### config.mk
export PLATFORM = sky130hd
export DESIGN_NAME = ncl_phase_driver
export DESIGN_NICKNAME = d
export VERILOG_FILES = /design/src/rtl/ncl_phase_driver.sv
export SDC_FILE = /design/constraint.sdc
export NUM_CORES = 1
export LEC_CHECK = 0
export ABC_CLOCK_PERIOD_IN_PS = 8300
export BUFFER_PORTS_ARGS = -buffer_cell sky130_fd_sc_hd__buf_2
export CORE_AREA = 2 2 142 144
export DETAILED_ROUTE_END_ITERATION = 7
export DIE_AREA = 0 0 144 146
export HOLD_SLACK_MARGIN = 0.12
export PLACE_DENSITY = 0.75
export SYNTH_ARGS = -nofsm -noshare
export SYNTH_HDL_FRONTEND = slang
export SYNTH_SLANG_ARGS = --single-unit
### constraint.sdc
create_clock -name clk -period 8.3 [get_ports clk]
set_input_delay 1.245 -clock clk [delete_from_list [all_inputs] [get_ports clk]]
set_output_delay 1.245 -clock clk [all_outputs]
set_load 0.005 [all_outputs]
### src/rtl/ncl_phase_driver.sv
// Clocked wavefront sequencer for a dual-rail NCL block: drives HNULL/LNULL/DATA
// phases, watches synchronized return rails for completion, and hands back the decoded result.
module ncl_phase_driver #(
   parameter int WIDTH          = 24,
   parameter int TIMEOUT_CYCLES = 1024
) (
   input  logic               clk,
   input  logic               rst,
   input  logic               in_valid,
   output logic               in_ready,
   input  logic [WIDTH-1:0]   in_data,
   output logic [2*WIDTH-1:0] ncl_out,
   input  logic [2*WIDTH-1:0] ncl_in,
   output logic               out_valid,
   input  logic               out_ready,
   output logic [WIDTH-1:0]   out_data,
   output logic               error
);

   localparam int RAILS = 2 * WIDTH;
   localparam int DW    = $clog2(TIMEOUT_CYCLES + 1);

   localparam logic [DW-1:0] ARM_AT  = DW'(3);
   localparam logic [DW-1:0] TMO_M1  = DW'(TIMEOUT_CYCLES - 1);
   localparam logic [DW-1:0] DW_MAX  = DW'(TIMEOUT_CYCLES);

   localparam logic [2:0] IDLE  = 3'd0;
   localparam logic [2:0] HNULL = 3'd1;
   localparam logic [2:0] LNULL = 3'd2;
   localparam logic [2:0] DATA  = 3'd3;
   localparam logic [2:0] OUT   = 3'd4;
   localparam logic [2:0] ERR   = 3'd5;

   logic [2:0]       state, state_nxt;
   logic [DW-1:0]    dwell;
   logic [WIDTH-1:0] operand;
   logic [RAILS-1:0] s1, s2, s2_prev;
   logic [RAILS-1:0] enc_op, ncl_nxt;
   logic [WIDTH-1:0] pair_ok, dec;
   logic             det_h, det_l, det_d, stable, armed, tmo, capture;

   for (genvar g = 0; g < WIDTH; g++) begin : g_pair
      assign enc_op[2*g+1] = operand[g];
      assign enc_op[2*g]   = ~operand[g];
      assign pair_ok[g]    = s2[2*g+1] ^ s2[2*g];
      assign dec[g]        = s2[2*g+1];
   end

   assign det_h  = &s2;
   assign det_l  = ~|s2;
   assign det_d  = &pair_ok;
   assign stable = (s2 == s2_prev);
   // The first three cycles of a phase still see rails from before the entry edge.
   assign armed  = (dwell >= ARM_AT);
   assign tmo    = (dwell == TMO_M1);

   assign in_ready = (state == IDLE);
   assign capture  = (state == DATA) && armed && det_d && stable;

   always_comb begin
      state_nxt = state;
      case (state)
         IDLE:  if (in_valid) state_nxt = HNULL;
         HNULL: if (armed && det_h && stable) state_nxt = LNULL;
                else if (tmo)                 state_nxt = ERR;
         LNULL: if (armed && det_l && stable) state_nxt = DATA;
                else if (tmo)                 state_nxt = ERR;
         DATA:  if (capture)                  state_nxt = OUT;
                else if (tmo)                 state_nxt = ERR;
         OUT:   if (out_valid && out_ready)   state_nxt = IDLE;
         ERR:   state_nxt = ERR;
         default: state_nxt = ERR;
      endcase
   end

   always_comb begin
      ncl_nxt = '1;
      case (state_nxt)
         LNULL:   ncl_nxt = '0;
         DATA:    ncl_nxt = enc_op;
         default: ncl_nxt = '1;
      endcase
   end

   always_ff @(posedge clk or posedge rst) begin
      if (rst) begin
         state     <= IDLE;
         dwell     <= '0;
         operand   <= '0;
         s1        <= '1;
         s2        <= '1;
         s2_prev   <= '1;
         ncl_out   <= '1;
         out_valid <= 1'b0;
         out_data  <= '0;
         error     <= 1'b0;
      end else begin
         s1      <= ncl_in;
         s2      <= s1;
         s2_prev <= s2;
         state   <= state_nxt;
         ncl_out <= ncl_nxt;
         if (state_nxt != state)  dwell <= '0;
         else if (dwell != DW_MAX) dwell <= dwell + DW'(1);
         if (state == IDLE && in_valid) operand <= in_data;
         if (capture) begin
            out_data  <= dec;
            out_valid <= 1'b1;
         end else if (state == OUT && out_valid && out_ready) begin
            out_valid <= 1'b0;
         end
         if (state_nxt == ERR) begin
            error     <= 1'b1;
            out_valid <= 1'b0;
         end
      end
   end

endmodule

==> results.md, run 1 <==
- Outcome: finished, final reports clean
- Fin nets: 991
- Drt pass-1 iters: 4
- Mean Syn Cell Area: 13.9 um^2
- Worst-path clk slew: 0.06 ns
- Postcts setup bufs: 0
- Final hold violations: 0
- Top FF cell, synth: dfstp_2
- Hold bufs inserted after CTS: 0
- Core Area: 19,300 um^2
- Post-synthesis simple-gate area fraction: under 10%
- Post-Synth XOR/XNOR Area: around 5.2%
- Final setup viols: 0
- Setup TNS: 0 ns
- Fmax achieved: about 270 MHz
- Post-synth EDFFs: 0
- Total number of vias: 5,687
- Crit path max-delay cell type: nor4_4
- Worst path max stage delay: 0.80 ns
- Layout cells sized above 1: about half
- CTS buffer count: 26
- HP Class: reg2reg
- Startpoint Class: flop
- Crit path from: s2[23]$_DFF_PP1_
- Critical Path AT: between 4 and 5 ns
- Unrepaired setup endpoints after global routing: no
- Final worst-path cycle share: 44.1%
- Port buffer count: 150
- Reg2reg setup slack: 4.64 ns
- Yosys warning total: 0
- Cell with the most instances after synthesis: dfstp_2
- Reg2reg end: error$_DFFE_PP0P_
- CP top delay family: simple AND/OR/NAND/NOR gates
- Power Dens Cells: 218 nW/um^2
- All-Layer GR Usage: 19.0%
- CTS Sinks: 256
- Switching part of the total: 21.9%
- Initial core utilization: 50.7%
- Top-area cell type share of the netlist area: 51.4%
- Die W: 144 um
- H-tree depth: 1
- Pin count of the biggest net entering global routing: between 100 and 150
- Hold_sp: s1[5]$_DFF_PP1_
- Worst Max-Slew Pin Slew: 1.08 ns
- # IOs: between 150 and 200
- WL per Instance: between 15 and 20 um
- Clk buf depth: 3
- Critical path buffers and inverters: 3
- Dominant cells by area after synthesis: dfstp_2 (51%), dfrtp_1 (16%), ha_1 (6.4%), xor2_1 (4.1%), o21ai_0 (3.4%)
- Chip Height: 146 um
- # resized after CTS: 0
- Hold EP: s2[5]$_DFF_PP1_
- Final ANT Viol Nets: 0
- Hold Path Stages: 0
- TritonCTS clock tree: done
- Mapped Cells: between 700 and 800
- Complex-gate fraction of the synthesized area: 7.30%
- RR Startpoint: s2[23]$_DFF_PP1_
- Pins Over Slew Limit: 0
- Final min period: 3.66 ns
- Part of the power in registers: 53.2%
- Fillers: 1,501
- Initial DRC count: between 200 and 250
- Global-route wire length before repair: 31,500 um
- Final WL: 19,100 um
- Sequential fraction of the synthesis area: 67.8%
- Ant diodes: 0
- CP cell instances: inv_1 -> ha_1 -> nand4_1 -> nor4_1 -> nand4_1 -> nor4_4 -> o21a_1 -> o21a_1 -> buf_4 -> inv_1 -> a21o_1
- Final Skew: ~0.013 ns
- Library cells used by synthesis: 47
- DRC: 0
- Async SR Flop Fraction: 100%
- Static leakage: roughly 5.2 nW
- Top cells by count, synth: dfstp_2 (192), inv_1 (77), o21ai_0 (67)
- Syn Nets: 831
- Total gr overflow: 0
- Max_slew headroom: 27.8%
- Worst hold slack: 0.348 ns
- Worst vdd ir: 0.174 mV
- Antenna violations before repair: 0
- FP Rows: 51
- Largest family of logic cells by synthesized area: compound AO/OA/AOI/OAI gates
- Vias/cell: between 4 and 5
- Psw: 553 uW
- Number of global-route vias before repair: between 6,000 and 7,000
- Cell Area, Synth: just under 10,000 um^2
- Post-DP HPWL: roughly 13,000 um
- Power share of the clock group: 43.4%
- GPL Wtd Cong: 0.836
- Layout area overhead: 18.5%
- CP Class: reg2reg
- Cell taking the most area after synthesis: dfstp_2
- #FFs+latches synth: 256
- Clock Tree Root: clkbuf_16
- Mux cell area share after synthesis: 2.96%
- R2r worst-path depth: 11
- Die area: 21,000 um^2
- Critical Path RT: between 8 and 9 ns
- Crit. End Element: flop
- MaxCap Viol Count: 0
- Post-synthesis adder-cell area fraction: around 6.4%
- Clock latency on the worst-skew pair: 0.53 ns
- P_int: between 1.5 and 2 mW
- Comb pwr share: 3.4%
- Crit path max fanout: 49
logic make-up after synthesis:
family,Yosys count
flip-flops,256
AO/OA/AOI/OAI,109
AND/OR/NAND/NOR,106
buffers and inverters,100
XOR/XNOR,58
adder cells (fa/ha/maj),50
multiplexers,26
layout make-up:
class / count / area (um^2) / share of cell area (%)
Sequential cell: 256 / 6650 / 57.2
Clock buffer: 36 / 738 / 6.35
Inverter: 77 / 297 / 2.55
Multi-Input combinational cell: 349 / 2740 / 23.6
Timing Repair Buffer: 155 / 788 / 6.78
Clock inverter: 12 / 83.8 / 0.721
Tap cell: 265 / 332 / 2.85
worst register-to-register path, cell delays in order, from the launching register on:
cell,delay [ns]
dfstp_2,0.57
inv_1,0.05
ha_1,0.28
nand4_1,0.14
nor4_1,0.36
nand4_1,0.20
nor4_4,0.80
o21a_1,0.25
o21a_1,0.12
buf_4,0.41
inv_1,0.16
a21o_1,0.20
sequential cells by signal, summed over array words and instances, names as in the netlist:
signal / cells
ncl_out: 48
s1: 48
s2: 48
s2_prev: 48
operand: 24
out_data: 24
dwell: 11
state: 3
error: 1
out_valid: 1
how the worst max path moves through the flow:
stage	endpoint	slack, ns	cells past startpoint
after floorplan	dwell[0]$_DFFE_PP0P_	0.33	1
after global placement	error$_DFFE_PP0P_	4.73	11
after detailed placement	error$_DFFE_PP0P_	4.60	11
after CTS	error$_DFFE_PP0P_	4.60	11
after global routing	error$_DFFE_PP0P_	4.30	11
final	error$_DFFE_PP0P_	4.64	11
power groups by stage:
stage	registers [mW]	clock network (mW)	logic, mW
final	1.34	1.10	0.0869
after global routing	1.35	1.17	0.101
after CTS	1.34	1.12	0.0899
after detailed placement	1.36	0	0.0888
after global placement	1.36	0	0.0880
after floorplan	1.35	0	0.0496
cell usage in the layout, fill, tap and decap left out, drive strengths merged, types with 2 or more instances in the layout:
master | synthesis | layout
o21ai | 77 | 77
mux2 | 24 | 24
o21a | 2 | 2
buf | 13 | 155
mux2i | 2 | 2
dfrtp | 64 | 64
nor2 | 8 | 8
inv | 77 | 77
nor3b | 2 | 2
nand4 | 22 | 22
a21oi | 5 | 5
a211oi | 13 | 13
or4 | 5 | 5
clkinvlp | 0 | 2
clkbuf | 10 | 36
xnor2 | 12 | 12
a211o | 4 | 4
and3 | 5 | 5
nor3 | 3 | 3
nand3 | 11 | 11
ha | 50 | 50
nand2 | 30 | 30
xor2 | 46 | 46
nor4 | 17 | 17
clkinv | 0 | 10
dfstp | 192 | 192
metal layers:
layer  wire [um]  GRT usage [%]  part of all wire (%)
met3         771           3.09                   4.0
met1        8510           26.5                    45
met2        9210           30.5                    48
met4         619           6.67                   3.2
met5           0              0                     0
through the flow:
stage / instance area, um^2 / utilization [%] / power, mW / setup slack (ns) / cells
floorplan: 9810 / - / 1.40 / 0.331 / 705
global placement: 10800 / 55.9 / 1.45 / 4.73 / 1102
detailed placement: 10800 / 55.9 / 1.45 / 4.60 / 1102
CTS: 11600 / 60.1 / 2.56 / 4.60 / 1150
global route: 11600 / 60.1 / 2.62 / 4.30 / 1150
finish: 11600 / 60.1 / 2.53 / 4.64 / 1150
Power figures use the tool's default switching activity.
==> run 2, diff against run 1 <==
ABC_AREA = 1   (was unset)
ABC_CLOCK_PERIOD_IN_PS = 3500   (was 8300)
CORE_AREA = 2 2 139 141   (was 2 2 142 144)
DIE_AREA = 0 0 141 143   (was 0 0 144 146)
PLACE_DENSITY = 0.77   (was 0.75)
clock period = 3.5 ns   (was 8.3 ns; I/O delays follow)
==> run 2 against run 1 <==
Compared with the run above: synthesized cell count is 29% higher; flip-flop and latch count stayed put; setup slack worse by 3.9 ns; wire length is 9.0% higher; die area is 4.1% lower; sequential share of layout area is 4.3 points lower; cell area is 8.0% higher; non-clock buffer count is 51 higher; total power is 150% higher; maximum frequency is 31% higher; clock-buffer cell count stayed put; critical endpoint is now ncl_out[16]$_DFF_PP1_; highest routed layer unchanged; critical path type unchanged.
==> results.md, run 2 <==
- Outcome: finished, final reports clean
- Crit path max fanout: 28
- Port buffer count: 150
- Pins Over Slew Limit: 0
- Final WL: 20,800 um
- Total number of vias: 6,732
- Core Area: around 19,000 um^2
- Post-synth EDFFs: 0
- Power Dens Cells: 500 nW/um^2
- Cell Count, Final, Fillers Out: 1,378
- # resized after CTS: 0
- Reg2reg setup slack: 0.71 ns
- Final hold violations: 0
- Commonest cells after routing, fill and taps aside: nand2_1 (241), dfstp_2 (192), buf_2 (150)
- WL per Instance: 15.1 um
- Crit. End Element: flop
- Hold_sp: in_data[2]
- Unrepaired setup endpoints after global routing: no
- Hold EP: operand[2]$_DFFE_PP0P_
- Post-DP HPWL: roughly 14,000 um
- Fmax achieved: approximately 360 MHz
- P_int: 4.92 mW
- Worst vdd ir: 0.330 mV
- Mapped Cells: 910
- Ant diodes: 0
- Worst-path clk slew: 0.06 ns
- Cell taking the most area after synthesis: dfstp_2
- CTS buffer count: 26
- Worst hold slack: 0.223 ns
- H-tree depth: 1
- Final min period: 2.79 ns
- Cell with the most instances after synthesis: nand2_1
- Cell Area, Synth: 10,200 um^2
- Critical Path RT: approximately 3.9 ns
- Dpl cells: 1,282
- Clk buf depth: 3
- Critical Path AT: 3.21 ns
- Dominant cells by area after synthesis: dfstp_2 (50%), dfrtp_1 (16%), nand2_1 (8.9%), ha_1 (6.2%), inv_1 (3.7%)
- Library cells used by synthesis: 35
- GPL Wtd Cong: 0.860
- Final ANT Viol Nets: 0
- MaxCap Viol Count: 0
- Initial core utilization: ~55%
- Pin count of the biggest net entering global routing: 163
- R2r worst-path depth: 14
- Layout area overhead: 23.5%
- Final setup viols: 0
- Startpoint Class: flop
- Yosys warning total: 0
- Vias/cell: between 4 and 5
- Chip Height: around 140 um
- Initial DRC count: 353
- Global-route wire length before repair: around 34,000 um
- Fin nets: 1,251
- All-Layer GR Usage: 21.2%
- Top cells by count, synth: nand2_1 (241), dfstp_2 (192), inv_1 (99)
- Hold bufs inserted after CTS: 49
- RR Startpoint: s2[21]$_DFF_PP1_
- Max_slew headroom: 44.7%
- # IOs: 151
- Power share of the clock group: 44.5%
- Layout cells sized above 1: 39.5%
- Psw: 1.37 mW
- Fillers: 1,294
- Part of the power in registers: 50.6%
- Commonest non-fill, non-tap cell in the layout: nand2_1
- Async SR Flop Fraction: 100%
- Static leakage: 5.90 nW
- Hold Path Stages: 2
- Antenna violations before repair: 0
- Worst Max-Slew Pin Slew: 0.829 ns
- Total gr overflow: 0
- HP Class: in2reg
- Postcts setup bufs: 0
- Clock latency on the worst-skew pair: 0.53 ns
- DRC: 0
- Sequential fraction of the synthesis area: between 60% and 70%
- #FFs+latches synth: 256
- Number of global-route vias before repair: 6,994
- Switching part of the total: 21.7%
- CTS Sinks: approximately 260
- Die W: 141 um
- Drt pass-1 iters: 5
- Top FF cell, synth: dfstp_2
- Clock Tree Root: clkbuf_16
- Syn Nets: a little over 1,000
- Reg2reg end: ncl_out[16]$_DFF_PP1_
- CP Class: reg2reg
- Die area: 20,200 um^2
- Comb pwr share: under 10%
- FP Rows: 50
- Final worst-path cycle share: 79.7%
- TritonCTS clock tree: done
- Top-area cell type share of the netlist area: 49.6%
- Final Skew: ~0.0087 ns
- Mean Syn Cell Area: 11.2 um^2
-- run 2: changes by cell type after synthesis, moves of 8 or more --
cell / delta
a211oi_2: -10
inv_1: +22
inv_2: +8
nand2_1: +211
nand3_1: +10
nor2_1: +45
nor2_2: +11
nor4_1: -13
o21ai_0: -17
o21ai_2: -9
xor2_1: -36
-- run 2: worst max-delay path: stages (launching register included) --
cell and delay [ns]:
dfstp_2 0.55, inv_1 0.07, ha_1 0.32, nand2_1 0.07, inv_1 0.05, nand3_1 0.08, nor3_1 0.20, nand3_1 0.11
nor2_1 0.09, nand3_1 0.11, nand2_1 0.11, nand4_2 0.11, buf_4 0.25, nand2_2 0.37, o21ai_0 0.17
-- run 2: layout make-up --
cell class,instances,area [um^2],area share [%]
clock buffer,36,758,6.04
clock inverter,11,126,1.01
inverter,107,405,3.23
multi-input combinational,528,3020,24.1
sequential,256,6650,52.9
tap,234,293,2.33
timing repair buffer,206,1310,10.4
-- run 2: worst max-delay path by stage --
stage	startpoint	end	slack [ns]	depth (start not counted)
2_1_floorplan	rst	dwell[0]$_DFFE_PP0P_	-0.24	1
3_3_place_gp	s2[21]$_DFF_PP1_	ncl_out[38]$_DFF_PP1_	0.79	14
3_5_place_dp	s2[20]$_DFF_PP1_	ncl_out[16]$_DFF_PP1_	0.72	14
4_1_cts	s2[20]$_DFF_PP1_	ncl_out[16]$_DFF_PP1_	0.74	14
5_1_grt	s2[9]$_DFF_PP1_	ncl_out[16]$_DFF_PP1_	0.40	15
6_report	s2[21]$_DFF_PP1_	ncl_out[16]$_DFF_PP1_	0.71	14
-- run 2: metrics by stage --
| step | setup WS (ns) | TNS (ns) | cell area (um^2) | total power, mW | utilization [%] |
|---|---|---|---|---|---|
| 4_1_cts | 0.736 | 0 | 12600 | 6.34 | 67.6 |
| 3_5_place_dp | 0.724 | 0 | 11200 | 3.49 | 60.2 |
| 5_1_grt | 0.398 | 0 | 12600 | 6.49 | 67.6 |
| 3_3_place_gp | 0.785 | 0 | 11200 | 3.48 | 60.2 |
| 6_report | 0.710 | 0 | 12600 | 6.28 | 67.6 |
| 2_1_floorplan | -0.240 | -15.35 | 10200 | 3.37 | - |
-- run 2: per-layer routing --
layer  vias up  track usage [%]  wire, um
met5         -                0         0
met4         0             7.58       709
met3        55             5.67      1430
met2       187             35.4      9970
met1      3226             26.9      8720
li1       3264                -         -
-- run 2: cells by family after synthesis --
group	count (synthesis)	share of synthesized area, %
buffers and inverters	126	4.93
and+or+nand+nor	372	15.8
AOI/OAI and AO/OA	56	2.89
xor gates and xnor gates	26	2.24
muxes	24	2.66
adders and majority gates	50	6.15
DFF	256	65.4
-- run 2: power groups by stage --
stage	registers (mW)	clock network, mW	logic [mW]
floorplan	3.20	0	0.165
global placement	3.22	0	0.260
detailed placement	3.22	0	0.267
CTS	3.18	2.85	0.313
global route	3.19	2.95	0.354
finish	3.18	2.80	0.309
==> run 3, diff against run 2 <==
ABC_CLOCK_PERIOD_IN_PS = 2700   (was 3500)
clock period = 2.7 ns   (was 3.5 ns; I/O delays follow)
==> run 3 against run 2 <==
Compared with the run above: cell area up 2.0%; setup slack worse by 0.50 ns; total power grew 25%; die area is the same; largest cell class unchanged; maximum frequency rose by 12%; highest routed layer unchanged; flip-flop and latch count unchanged; clock-buffer cell count is 2 higher.
==> results.md, run 3 (synthesis results as in run 2) <==
- Final ANT Viol Nets: 0
- Total gr overflow: 0
- Dpl cells: 1,285
- Final WL: 21,700 um
- Comb pwr share: 5.5%
- Number of global-route vias before repair: slightly above 7,000
- Power Dens Cells: 612 nW/um^2
- Startpoint Class: flop
- Critical Path AT: 2.94 ns
- HP Class: in2async
- Chip Height: 143 um
- Outcome: finished, final reports clean
- Commonest non-fill, non-tap cell in the layout: nand2_1
- Antenna violations before repair: 0
- Post-Layout Inst Area: between 10,000 and 15,000 um^2
- Fillers: 1,273
- FP Rows: 50
- Met2 Resource Use GR: 39.4%
- Max_slew headroom: about 63%
- Worst Max-Slew Pin Slew: 0.558 ns
- Drt pass-1 iters: 5
- Cell Count, Final, Fillers Out: 1,406
- Layout area overhead: 25.9%
- Ant diodes: 0
- Global-route wire length before repair: 35,200 um
- Commonest cells after routing, fill and taps aside: nand2_1 (240), dfstp_2 (192), buf_2 (150)
- Global routing usage on met3: 5.06%
- MaxCap Viol Count: 0
- Psw: 1.72 mW
- Layout cells sized above 1: 38.8%
- P_int: about 6.1 mW
- Clock Tree Root: clkbuf_16
- Clock latency on the worst-skew pair: 0.54 ns
- Crit. End Element: flop
- Core Area: 18,600 um^2
- Worst vdd ir: 0.591 mV
- Worst-path clk slew: 0.06 ns
- Die area: approximately 20,000 um^2
- Placed cell areas: 11,300 um^2
- Crit path max fanout: 10
- CTS buffer count: 26
- Fin nets: 1,278
- Final worst-path cycle share: 92.3%
- CTS Sinks: 256
- Vias/cell: 4.94
- Switching part of the total: 21.9%
- Critical Path RT: 3.14 ns
- TritonCTS clock tree: done
- Die W: between 100 and 150 um
- WL per Instance: 15.4 um
- Post-DP HPWL: 13,800 um
- Initial DRC count: approximately 360
- Fmax achieved: 401 MHz
- Pins Over Slew Limit: 0
- Unrepaired setup endpoints after global routing: no
- H-tree depth: 1
- Final min period: 2.49 ns
- Most Crowded Layer GR: met2
- Pin count of the biggest net entering global routing: 111
- Initial core utilization: 54.7%
- Static leakage: 5.99 nW
- Part of the power in registers: 52.6%
- Clk buf depth: 3
- Final hold violations: 0
- CP Class: reg2reg
- Final setup viols: 0
- # IOs: 151
- All-Layer GR Usage: 21.9%
- Met1 global-route usage: between 20% and 30%
- DRC: 0
- GPL Wtd Cong: 0.863
- Final Skew: 0.0309 ns
- Total number of vias: 6,946
- Power share of the clock group: 41.9%
- Port buffer count: 150
[run 3: worst max-delay path, cell delays in order (launching register included)]
cell and delay [ns]:
dfstp_2 0.57, inv_1 0.07, ha_1 0.28, nand2_1 0.08
nor2_1 0.11, nand4_1 0.10, nor2_1 0.11, nand3_1 0.10
nor2_1 0.11, nand3_1 0.13, nand2_2 0.14, nand3_1 0.07
nand2_1 0.06, nand3_1 0.06, nand2_1 0.08, nand3_2 0.09
buf_12 0.16, nor2_2 0.09
[run 3: timing repair]
| action | 4_1_cts | 5_1_grt |
|---|---|---|
| setup endpoints to repair | 0 | 53 |
| gates resized for setup | 0 | 6 |
| buffers inserted | 0 | 1 |
| hold buffers | 72 | 0 |
| hold endpoints to repair | 72 | 0 |
[run 3: final cells by class]
cell class / count / area, um^2 / area share (%)
Inverter: 107 / 405 / 3.17
Timing Repair Buffer: 233 / 1620 / 12.6
Clock inverter: 10 / 71.3 / 0.557
Sequential cell: 256 / 6650 / 51.9
Clock buffer: 38 / 726 / 5.67
Tap cell: 234 / 293 / 2.29
Multi-Input combinational cell: 528 / 3040 / 23.8
[run 3: path summary, 6_finish.rpt]
path	slack, ns	cells past startpoint	to	start
max in group asynchronous	1.91	3	s2_prev[39]$_DFF_PP1_	rst
worst max register to register	0.21	17	dwell[8]$_DFFE_PP0P_	s2[34]$_DFF_PP1_
min in group clk	0.22	4	out_valid$_DFFE_PP0P_	out_ready
worst min register to register	0.35	0	s2[43]$_DFF_PP1_	s1[43]$_DFF_PP1_
worst min-delay path	0.15	2	s1[5]$_DFF_PP1_	rst
worst max-delay path	0.21	17	dwell[8]$_DFFE_PP0P_	s2[34]$_DFF_PP1_
[run 3: per-stage QoR]
stage	setup TNS (ns)	total power, mW	hold slack (ns)	util, %	setup WS, ns
3_3_place_gp	0	4.51	0.346	60.6	0.296
6_report	0	7.84	0.153	68.9	0.208
3_5_place_dp	0	4.52	0.347	60.6	0.234
5_1_grt	0	8.14	0.196	68.9	0.0203
2_1_floorplan	-73.60	4.36	0.345	-	-0.920
4_1_cts	0	7.92	0.154	68.7	0.196
[run 3: layer usage]
metal,vias up,wire length [um],part of all wire (%)
met2,192,11200,52
met4,0,498,2.3
met1,3385,8680,40
met3,42,1310,6.0
li1,3327,-,-
met5,-,0,0
[run 3: power by group through the flow]
| stage | clock network [mW] | registers (mW) | logic, mW |
|---|---|---|---|
| after floorplan | 0 | 4.15 | 0.214 |
| after global placement | 0 | 4.17 | 0.338 |
| after global routing | 3.52 | 4.13 | 0.488 |
| final | 3.28 | 4.12 | 0.430 |
| after CTS | 3.37 | 4.12 | 0.428 |
| after detailed placement | 0 | 4.18 | 0.342 |
